File: config.mk
export PLATFORM = sky130hd
export DESIGN_NAME = h_ram8
export DESIGN_NICKNAME = d
export VERILOG_FILES = /design/src/rtl/h_ram8.sv
export SDC_FILE = /design/constraint.sdc
export NUM_CORES = 1
export LEC_CHECK = 0
export BUFFER_PORTS_ARGS = -buffer_cell sky130_fd_sc_hd__buf_2
export CORE_MARGIN = 2
export CORE_UTILIZATION = 38
export CTS_BUF_LIST = sky130_fd_sc_hd__clkbuf_4 sky130_fd_sc_hd__clkbuf_8
export DETAILED_ROUTE_END_ITERATION = 8
export SYNTH_ARGS = -nofsm -noshare
export SYNTH_HDL_FRONTEND = slang
export SYNTH_SLANG_ARGS = --single-unit
File: constraint.sdc
create_clock -name clk -period 5.4 [get_ports clk]
set_input_delay 1.08 -clock clk [delete_from_list [all_inputs] [get_ports clk]]
set_output_delay 1.08 -clock clk [all_outputs]
set_load 0.05 [all_outputs]
File: src/rtl/h_ram8.sv
// ---------------------------------------------------------------------------
// h_ram8 : eight-word x 16-bit register memory with sequenced bulk clear.
//
// Ports
//   clk      in   1   system clock, rising edge
//   rst_n    in   1   asynchronous active-low reset
//   in       in  16   write data
//   load     in   1   write request
//   address  in   3   read/write word select
//   clr      in   1   bulk-clear start request
//   out      out 16   mem[address], combinational
//   busy     out  1   clear sequence in progress (registered)
//   done     out  1   one-cycle pulse after word 7 is cleared (registered)
//
// State  | meaning
// -------+-------------------------------------------------------------
// IDLE   | normal read/write; clr starts a clear sequence
// CLEAR  | zeroing mem[cnt] each edge; load and clr ignored
// ---------------------------------------------------------------------------
module h_ram8 (
    input  logic        clk,
    input  logic        rst_n,
    input  logic [15:0] in,
    input  logic        load,
    input  logic [2:0]  address,
    input  logic        clr,
    output logic [15:0] out,
    output logic        busy,
    output logic        done
);

    typedef enum logic {
        S_IDLE  = 1'b0,
        S_CLEAR = 1'b1
    } state_t;

    state_t      state_q, state_d;
    logic [2:0]  cnt_q, cnt_d;
    logic [15:0] mem_q [8];
    logic [15:0] mem_d [8];
    logic        busy_q, busy_d;
    logic        done_q, done_d;

    logic [1:0]  ld_l1;
    logic [3:0]  ld_l2;
    logic [7:0]  ld;
    logic [7:0]  ld_eff;

    // Three-level 1-to-2 demux tree: address[2], then [1], then [0].
    always_comb begin
        ld_l1 = address[2] ? {load, 1'b0} : {1'b0, load};
        ld_l2 = '0;
        ld    = '0;
        for (int j = 0; j < 2; j++) begin
            ld_l2[2*j+1] = ld_l1[j] &  address[1];
            ld_l2[2*j]   = ld_l1[j] & ~address[1];
        end
        for (int j = 0; j < 4; j++) begin
            ld[2*j+1] = ld_l2[j] &  address[0];
            ld[2*j]   = ld_l2[j] & ~address[0];
        end
    end

    // State register and datapath flops
    always_ff @(posedge clk or negedge rst_n) begin
        if (!rst_n) begin
            state_q <= S_IDLE;
            cnt_q   <= '0;
            busy_q  <= 1'b0;
            done_q  <= 1'b0;
            for (int i = 0; i < 8; i++) begin
                mem_q[i] <= '0;
            end
        end else begin
            state_q <= state_d;
            cnt_q   <= cnt_d;
            busy_q  <= busy_d;
            done_q  <= done_d;
            for (int i = 0; i < 8; i++) begin
                mem_q[i] <= mem_d[i];
            end
        end
    end

    // Next-state logic
    always_comb begin
        state_d = state_q;
        case (state_q)
            S_IDLE:  if (clr) state_d = S_CLEAR;
            S_CLEAR: if (cnt_q == 3'd7) state_d = S_IDLE;
            default: state_d = S_IDLE;
        endcase
    end

    // Output / datapath logic
    always_comb begin
        cnt_d = cnt_q;
        for (int i = 0; i < 8; i++) begin
            mem_d[i] = mem_q[i];
        end
        // A clr in the same cycle as load wins; the write is dropped.
        ld_eff = (state_q == S_IDLE && !clr) ? ld : 8'h00;

        if (state_q == S_IDLE) begin
            if (clr) begin
                cnt_d = 3'd0;
            end
            for (int i = 0; i < 8; i++) begin
                if (ld_eff[i]) mem_d[i] = in;
            end
        end else begin
            mem_d[cnt_q] = 16'h0000;
            cnt_d        = cnt_q + 3'd1;   // wraps to 0 after word 7
        end

        busy_d = (state_d == S_CLEAR);
        done_d = (state_q == S_CLEAR) && (cnt_q == 3'd7);
    end

    assign out  = mem_q[address];
    assign busy = busy_q;
    assign done = done_q;

endmodule

After elaboration in Yosys (flattened, before gate mapping). Cells that the tools add are included.

Output and inout bits: 18. Flip-flop bits (word level): 133.

Magnitude comparators: 3. $add $sub $neg: 1. Bitwise logic cells: 19. Multiplexer cells: 21. Equal/unequal tests: 1. Reductions and logical operators: 13.

Operators with widths (count): 16-bit two-way mux (11); 128-bit bitwise AND (1); 128-bit two-way mux (1); 128-bit inverter (1); 16-bit binary-select mux with 3-bit select (1); 16-bit demux with 3-bit select (1); 2-bit nonzero test (9); 1-bit bitwise AND (12); 4-bit >= comparator (second input constant) (2); 8-bit two-way mux (1); 3-bit inverter with 4-bit output (2); 3-bit two-way mux (2); 4-bit by 1-bit less-than comparator with 1-bit output (second input constant) (1); 3-bit by 1-bit adder with 3-bit output (second input constant) (1); 3-bit equality test (second input constant) (1); 1-bit logical AND (3); 1-bit inverter (3); 1-bit two-way mux (2); 2-bit two-way mux (1); 1-bit one-hot mux with 2 select lines (1); 1-bit logical NOT (1).

Depth between registers and ports, before layout. Gate-level depths: netlist (run 1).

Word-level depth: 8. Mapped depth: 6. Depth with buffers taken out: 4.

Worst setup path after synthesis (run 1). OpenSTA, ideal clock, no wires.

Path kind: input -> output. From: input address[2]. To: output out[0]. Arrival: 2.357 ns. Buffers on the path: 3. Stages: 5. Required time: 4.320 ns. Path slack: 1.963 ns. Path through: buf_4 > buf_4 > buf_2 > mux4_2 > mux2_2.

Cells in the longest elaborated chain, start to end: 4.

Ends and longest elaborated chain: from (decl) (line 25) `input logic [2:0] address,`; 3-bit inverter with 4-bit output (implied by the code) (line 120) `assign out = mem_q[address];`; 16-bit binary-select mux with 3-bit select (line 120); 16-bit two-way mux (implied by the code) (2 in a row) (line 120); to (decl) (line 27) `output logic [15:0] out,`.

No other way between the ends. The select of a mux whose other input is x is not followed.

Worst setup path after layout (run 1).
From: input address[0]. To: output out[1].

The elaborated chain is that of the path after synthesis.

==> qor.txt, run 1 <==
outcome: complete, no violations
Worst VDD drop: 0.000277 V
first-pass GRT wire length: 26800 µm
P&R area growth vs syn: 11.7%
Nets: 579
largest net degree at the start of global routing: 74
Synth Area per Inst: 12.5 µm²
Antenna Nets Post-Route: 0
Post-Route WL: 16900 µm
most used flip-flop cell after synthesis: dfrtp_1
final core occ: 43.7%
worst setup margin: 1260 ps
ys async rst share: 100%
dpl ws: 1230 ps
Slew headroom: 17.9%
register area: 3330 µm²
Logic pwr share: 29.2%
Sw Share: 35.9%
Skew-Pair Late Insertion Delay: 440 ps
synthesized area: 6540 µm²
Clock Power Share: 26.8%
total grt overflow: 0
skew final: 6.56 ps
Final Cycle Share: 76.7%
number of global-route vias before repair: 4492
Synth area leaders: dfrtp_1 (51%), mux2i_1 (20%), mux4_2 (11%)
flops & latches, synth: 133
GPL Wtd Cong: 0.788
post-route minimum period: 4140 ps
input/output buffers: 40
final setup TNS: 0 ps
Starting Density: 39.1%
clock transition at the registers of the reported paths: 70 ps
static leakage: 0.00405 µW
CTS H-tree lvls: 4
CP startpoint: address[0]
postcts setup bufs: 0
RSZ-0062 raised after global routing: no
die area: 18300 µm²
Clock Tree Buf Depth: 2
setup violators final: 0
overall routing resource usage: 19.9%
Multi-input gate area: 2950 µm²
Synth cell types: 28
Setup Crit Path Kind: primary input to output port
vias per inst: 5.46
most frequent cells in the layout: dfrtp_1 (133), nand2_1 (130), mux2i_1 (128)
post-cts hold buffer count: 0
# IOs: 41
synthesized instance count: 522
most common cell after layout, fill and taps aside: dfrtp_1
Yosys warnings: 0
DP HPWL: 10100 µm
Critical Path Sink: out[1]
CTS tree: done
sequential-to-total area share from yosys stat: 50.9%
Final Hold Viols: 0
Max Clock Freq: 241 MHz
Fillers: 1607
Net Sw Power: 1210 µW
required time of the critical path: 4320 ps
TritonCTS Sinks: 133
vias after detailed routing: 4297
startpoint types: primary input
Slew @ Worst Pin: 1230 ps
post-cts resize count: 0
Pint: 2160 µW
drt pass-1 iters: 5
ant diodes: 0
R2R cell count: 3
Post-synth EDFFs: 0
CTS buffer count: 17
reg2reg start: busy
1st-iter DRT viols: 318
largest area contributor in the netlist: dfrtp_1
max cap viols: 0
die height: 135 µm
CP Capture Type: output port
CTS root buf: clkbuf_8
Core Footprint: 16700 µm²
WL per Instance: 21.5 µm
Seq pwr share: 44.1%
Synth top area share: 50.9%
Reg2Reg Setup Slack: 3080 ps
Critical Path Fanout Max: 23
row count: 47
DR DRC count: 0
post-synth net total: 547
worst r2r dst: mem_q[66]
Slew Viols, Final: 0
pwr dens: 461 nW/µm²
min-delay worst type: register to register
initial antenna violation count: 0
share of layout cells above drive strength 1: 24.9%
Cells on Worst Hold Path: 2
die span in x: 135 µm
CP arrival: 3060 ps
==> routing by layer <==
| layer | up-vias | share of wire (%) | global-route usage, % |
|---|---|---|---|
| li1 | 1873 | - | - |
| met1 | 2248 | 47 | 29.4 |
| met2 | 149 | 44 | 28.1 |
| met3 | 27 | 6.6 | 5.57 |
| met4 | 0 | 2.0 | 6.60 |
| met5 | - | 0 | 0 |
==> through the flow <==
step	area, µm²	power, µW	hold slack [ps]	std cells
floorplan	6540	2180	496	522
CTS	7300	3390	526	787
global placement	6870	2440	507	755
global route	7300	3560	548	787
finish	7300	3360	525	787
detailed placement	6870	2480	515	755
==> layout make-up <==
class,count,area share [%]
clock buffer,18,3.31
multi-input combinational,338,40.4
clock inverter,14,2.54
sequential,133,45.6
inverter,16,0.823
tap,220,3.77
timing repair buffer,48,3.60
==> worst max-delay path, stage by stage <==
cell    delay, ps
buf_2         630
buf_4         340
mux4_2        520
mux2_2        280
buf_2         210
==> worst min-delay path by stage <==
stage	slack, ps	end	startpoint
finish	520	mem_q[13]	mem_q[13]
global route	550	mem_q[13]	mem_q[13]
CTS	530	mem_q[13]	mem_q[13]
detailed placement	510	mem_q[13]	mem_q[13]
global placement	510	mem_q[3]	mem_q[3]
floorplan	500	mem_q[0]	mem_q[0]
==> synthesized netlist by cell type (3+ instances only) <==
cell type	instances
mux2i_1	128
clkbuf_1	11
dfrtp_1	133
nand4b_1	3
mux4_2	32
inv_1	16
nand2_1	130
mux2_2	17
buf_2	10
buf_4	12
nand2_2	6
nand4bb_1	3
==> sequential cells by signal (all words and copies together) (netlist names) <==
| register | flops |
|---|---|
| busy | 1 |
| done | 1 |
| mem_q | 128 |
| cnt_q | 3 |
==> power groups by stage <==
stage | registers, µW | logic, µW | clock network, µW
after floorplan | 1430 | 749 | 0
after global routing | 1520 | 1070 | 965
after detailed placement | 1500 | 985 | 0
final | 1480 | 980 | 901
after CTS | 1480 | 990 | 920
after global placement | 1480 | 960 | 0
==> cell families (layout without fill, tap and decap cells) <==
family / count (synthesis) / count (layout) / share of synthesized area [%]
adder cells (fa/ha/maj): 2 / 2 / 0.383
AO/OA/AOI/OAI: 2 / 2 / 0.153
flip-flops: 133 / 133 / 50.9
buffers and inverters: 51 / 96 / 3.98
AND/OR/NAND/NOR: 157 / 157 / 11.0
multiplexers: 177 / 177 / 33.6
(Power assumes the default switching activity.)
==> inputs of run 2 (changes only) <==
==> constraint.sdc (replaced) <==
create_clock -name clk -period 4.2 [get_ports clk]
set_input_delay 0.84 -clock clk [delete_from_list [all_inputs] [get_ports clk]]
set_output_delay 0.84 -clock clk [all_outputs]
set_load 0.05 [all_outputs]
==> run 2 against run 1 <==
Flip-flop and latch count unchanged. Via count down 0.72%. Die area is the same. Critical endpoint unchanged.
==> qor.txt, run 2 (synthesis gave the netlist of run 1 again) <==
R2R cell count: 3 (unchanged)
required time of the critical path: 3360 ps (-960 ps)
Starting Density: 39.1% (unchanged)
P&R area growth vs syn: 11.5%
Reg2Reg Setup Slack: 1740 ps (-1340 ps)
final setup TNS: 0 ps (unchanged)
vias after detailed routing: 4266 (-0.72%)
max cap viols: 0 (unchanged)
CTS H-tree lvls: 4 (unchanged)
drt pass-1 iters: 5 (unchanged)
worst setup margin: 688 ps (-569 ps)
CTS buffer count: 17 (unchanged)
Core Footprint: 16700 µm² (unchanged)
Slew @ Worst Pin: 1250 ps (+26.8 ps)
Nets: 580 (+0.17%)
worst hold slack: 443 ps (-81.2 ps)
Seq pwr share: 44.9% (+0.8 points)
post-cts resize count: 0 (unchanged)
die area: 18300 µm² (unchanged)
met2 Use GR: 31.5% (+3.4 points)
Slew headroom: 16.3% (-1.6 points)
most common cell after layout, fill and taps aside: dfrtp_1
top flop regs: mem_q x128, cnt_q x3
Sw Share: 36.5% (+0.60 points)
total grt overflow: 0 (unchanged)
input/output buffers: 40 (unchanged)
clock transition at the registers of the reported paths: 70 ps (about the same)
WL per Instance: 21.6 µm (+0.48%)
Fillers: 1581 (-1.6%)
register area: 3330 µm² (unchanged)
die height: 135 µm (unchanged)
pwr dens: 584 nW/µm² (+27%)
min-delay worst type: primary input to async pin
DR DRC count: 0 (unchanged)
outcome: complete, no violations
Slew Viols, Final: 0 (unchanged)
CP arrival: 2670 ps (-390 ps)
Logic pwr share: 30.4% (+1.2 points)
vias per inst: 5.41 (-0.85%)
dpl ws: 673 ps (-554 ps)
grt met3 use: 5.69% (+0.11 points)
Critical Path Fanout Max: 28 (+22%)
Final Hold Viols: 0 (unchanged)
Pint: 2700 µW (+25%)
max reg flops: 128 (unchanged)
Skew-Pair Late Insertion Delay: 440 ps (about the same)
post-route minimum period: 3510 ps
static leakage: 0.00406 µW (+0.11%)
CTS tree: done
Net Sw Power: 1550 µW (+29%)
post-cts hold buffer count: 0 (unchanged)
reg2reg start: busy
Multi-input gate area: 2950 µm² (unchanged)
Clock Tree Buf Depth: 2 (unchanged)
met1 usage: 27.6% (-1.8 points)
row count: 47 (unchanged)
first-pass GRT wire length: 27100 µm (+1.2%)
Setup Crit Path Kind: primary input to output port
# IOs: 41 (unchanged)
Max Clock Freq: 285 MHz
setup violators final: 0 (unchanged)
Post-Route WL: 17000 µm (+0.61%)
most frequent cells in the layout: dfrtp_1 (133), nand2_1 (130), mux2i_1 (128)
CP Capture Type: output port
overall routing resource usage: 20.2% (+0.34 points)
TritonCTS Sinks: 133 (unchanged)
ant diodes: 0 (unchanged)
Antenna Nets Post-Route: 0 (unchanged)
largest net degree at the start of global routing: 56 (-24%)
worst r2r dst: mem_q[1]
number of global-route vias before repair: 4658 (+3.7%)
RSZ-0062 raised after global routing: no
Clock Power Share: 24.8% (-2.0 points)
share of layout cells above drive strength 1: 25.0% (+0.13 points)
Worst VDD drop: 0.000326 V (+18%)
1st-iter DRT viols: 259 (-19%)
initial antenna violation count: 0 (unchanged)
DP HPWL: 10100 µm (-0.16%)
postcts setup bufs: 0 (unchanged)
die span in x: 135 µm (unchanged)
GPL Wtd Cong: 0.752 (-4.6%)
startpoint types: primary input
grt peak-use layer: met2
skew final: 11.8 ps (+5.24 ps)
Top reg by flops: mem_q
Final Cycle Share: 83.6%
CTS root buf: clkbuf_8
## run 2: area by class of cell
| type | instances | area share, % |
|---|---|---|
| Tap cell | 220 | 3.78 |
| Sequential cell | 133 | 45.6 |
| Clock inverter | 10 | 1.46 |
| Clock buffer | 22 | 3.81 |
| Multi-Input combinational cell | 338 | 40.4 |
| Timing Repair Buffer | 49 | 4.05 |
| Inverter | 16 | 0.824 |
## run 2: worst max-delay path: stages
cell,delay [ps]
buf_2,690
buf_4,330
mux4_2,310
mux2_2,280
buf_2,210
## run 2: stage by stage
stage	cells	total power (µW)	utilization [%]	instance area (µm²)
CTS	788	4290	43.7	7290
global placement	756	3170	41.4	6910
detailed placement	756	3230	41.4	6910
finish	788	4250	43.7	7290
global route	788	4510	43.7	7290
floorplan	522	2800	-	6540
## run 2: layer usage
layer | vias to the layer above | routed length, µm
met5 | - | 0
met4 | 0 | 235
met3 | 24 | 1020
met2 | 135 | 8030
met1 | 2232 | 7750
li1 | 1875 | -
## run 2: power by group through the flow
stage                     Combinational [µW]  Clock (µW)  Sequential [µW]
after floorplan                          963           0             1840
after global placement                  1250           0             1920
after detailed placement                1300           0             1930
after CTS                               1300        1080             1910
after global routing                    1410        1140             1960
final                                   1290        1050             1910
## run 2: worst max path at each step
stage,to,cells after the start,start
after floorplan,out[0],5,address[2]
after global placement,out[4],5,address[2]
after detailed placement,out[4],5,address[2]
after CTS,out[4],5,address[2]
after global routing,out[3],5,address[2]
final,out[1],5,address[2]
==> inputs of run 3 (changes only) <==
==> constraint.sdc (replaced) <==
create_clock -name clk -period 3.35 [get_ports clk]
set_input_delay 0.67 -clock clk [delete_from_list [all_inputs] [get_ports clk]]
set_output_delay 0.67 -clock clk [all_outputs]
set_load 0.05 [all_outputs]
==> run 3 against run 2 <==
Non-clock buffer count increased by 8. Clock power increased by 29%. Flip-flop and latch count unchanged. Critical path depth unchanged. Critical path type unchanged. Sequential power increased by 26%. Clock skew decreased by 3.1 ps. Via count decreased by 0.12%. Largest power group unchanged. Cell count increased by 1.0%. Critical endpoint is now out[2].
==> qor.txt, run 3 (synthesis gave the netlist of run 1 again) <==
top flop regs: mem_q x128, cnt_q x3
max cap viols: 0 (unchanged)
Clock Tree Buf Depth: 2 (unchanged)
final setup TNS: 0 ps (unchanged)
design area: 7370 µm² (+1.0%)
Setup Crit Path Kind: primary input to output port
Worst VDD drop: 0.000487 V (+50%)
CP arrival: 2330 ps (-340 ps)
clock transition at the registers of the reported paths: 70 ps (about the same)
ant diodes: 0 (unchanged)
slowest stage delay, CP: 500 ps (-190 ps)
number of global-route vias before repair: 4626 (-0.69%)
CTS buffer count: 17 (unchanged)
placed insts: 764 (+1.1%)
first-pass GRT wire length: 27400 µm (+1.3%)
TritonCTS Sinks: 133 (unchanged)
Slew @ Worst Pin: 911 ps (-342 ps)
overall routing resource usage: 20.3% (+0.12 points)
critical path, cell by cell: buf_2 > buf_4 > mux4_2 > mux2_2 > buf_2
Post-Layout Cell Count: 796 (+1.0%)
die area: 18300 µm² (unchanged)
die span in x: 135 µm (unchanged)
static leakage: 0.00410 µW (+1.0%)
drt pass-1 iters: 4 (-1)
# IOs: 41 (unchanged)
largest net degree at the start of global routing: 134 (+140%)
setup violators final: 0 (unchanged)
placed cell area: 6970 µm² (+0.87%)
share of layout cells above drive strength 1: 26.0% (+1.0 points)
most frequent cells in the layout: dfrtp_1 (133), nand2_1 (130), mux2i_1 (128)
DR DRC count: 0 (unchanged)
WL per Instance: 21.6 µm (-0.20%)
outcome: complete, no violations
GPL Wtd Cong: 0.763 (+1.5%)
postcts setup bufs: 0 (unchanged)
Critical Path Fanout Max: 21 (-25%)
input/output buffers: 40 (unchanged)
CP max-delay cell: buf_2
CTS tree: done
total grt overflow: 0 (unchanged)
post-cts resize count: 0 (unchanged)
Slew Viols, Final: 0 (unchanged)
skew final: 8.67 ps (-3.13 ps)
startpoint types: primary input
Max Clock Freq: 333 MHz
min-delay worst type: primary input to async pin
Core Footprint: 16700 µm² (unchanged)
Post-Route WL: 17200 µm (+0.81%)
max reg flops: 128 (unchanged)
CTS root buf: clkbuf_8
Final Cycle Share: 89.5%
most common cell after layout, fill and taps aside: dfrtp_1
Nets: 588 (+1.4%)
Skew-Pair Late Insertion Delay: 430 ps (about the same)
pwr dens: 732 nW/µm² (+25%)
CTS H-tree lvls: 4 (unchanged)
1st-iter DRT viols: 317 (+22%)
post-route minimum period: 3000 ps
required time of the critical path: 2680 ps (-680 ps)
P&R area growth vs syn: 12.7%
post-cts hold buffer count: 0 (unchanged)
die height: 135 µm (unchanged)
row count: 47 (unchanged)
Fillers: 1583 (+0.13%)
DP HPWL: 10100 µm (about the same)
RSZ-0062 raised after global routing: no
Starting Density: 39.1% (unchanged)
Top reg by flops: mem_q
Final Hold Viols: 0 (unchanged)
CP Capture Type: output port
initial antenna violation count: 0 (unchanged)
Antenna Nets Post-Route: 0 (unchanged)
vias after detailed routing: 4261 (-0.12%)
Crit path top cell by count: buf_2
vias per inst: 5.35 (-1.1%)
Slew headroom: 39.3% (+23 points)
[run 3: cell types whose count changed in the layout (fill, tap and decap cells not counted)]
cell | previous run | this run
clkbuf_4 | 4 | 3
clkinv_2 | 6 | 5
buf_4 | 8 | 16
clkbuf_8 | 18 | 20
[run 3: metal layers]
metal | routed length [µm] | track usage (%) | share of wire [%]
met5 | 0 | 0 | 0
met4 | 172 | 4.28 | 1.0
met3 | 1210 | 5.39 | 7.0
met2 | 8130 | 31.6 | 47
met1 | 7650 | 28.9 | 45
[run 3: path summary, 6_finish.rpt]
check / slack [ps] / from / cells after the start / end
max: 350 / address[2] / 5 / out[2]
min: 290 / rst_n / 2 / mem_q[115]
max reg2reg: 1260 / busy / 3 / mem_q[119]
min reg2reg: 530 / mem_q[75] / 2 / mem_q[75]
max in group asynchronous: 2440 / rst_n / 2 / mem_q[127]
min in group clk: 530 / mem_q[75] / 2 / mem_q[75]
[run 3: area by class of cell]
class	count	area (µm²)	area share, %
clock buffer	23	298	4.04
inverter	16	60.1	0.815
clock inverter	9	101	1.38
multi-input combinational	338	2950	40.0
tap	220	275	3.74
timing repair buffer	57	355	4.82
sequential	133	3330	45.2
[run 3: worst max-delay path: cells and delay by family]
| family | cells | cell delay (ps) |
|---|---|---|
| multiplexers | 2 | 620 |
| buffers and inverters | 3 | 1020 |
[run 3: power by group]
group,switching (µW),leakage [µW],internal [µW],total [µW]
Combinational,1030,0.00207,624,1650
Sequential,317,0.00181,2080,2400
Clock,607,0.000210,740,1350
[run 3: metrics by stage]
stage / worst slack, ps / hold slack, ps / power (µW) / utilization, %
final: 351 / 287 / 5390 / 44.1
after global routing: 259 / 376 / 5720 / 44.1
after floorplan: 733 / 374 / 3510 / -
after global placement: 309 / 507 / 4010 / 41.7
after detailed placement: 317 / 520 / 4080 / 41.7
after CTS: 313 / 380 / 5440 / 44.1
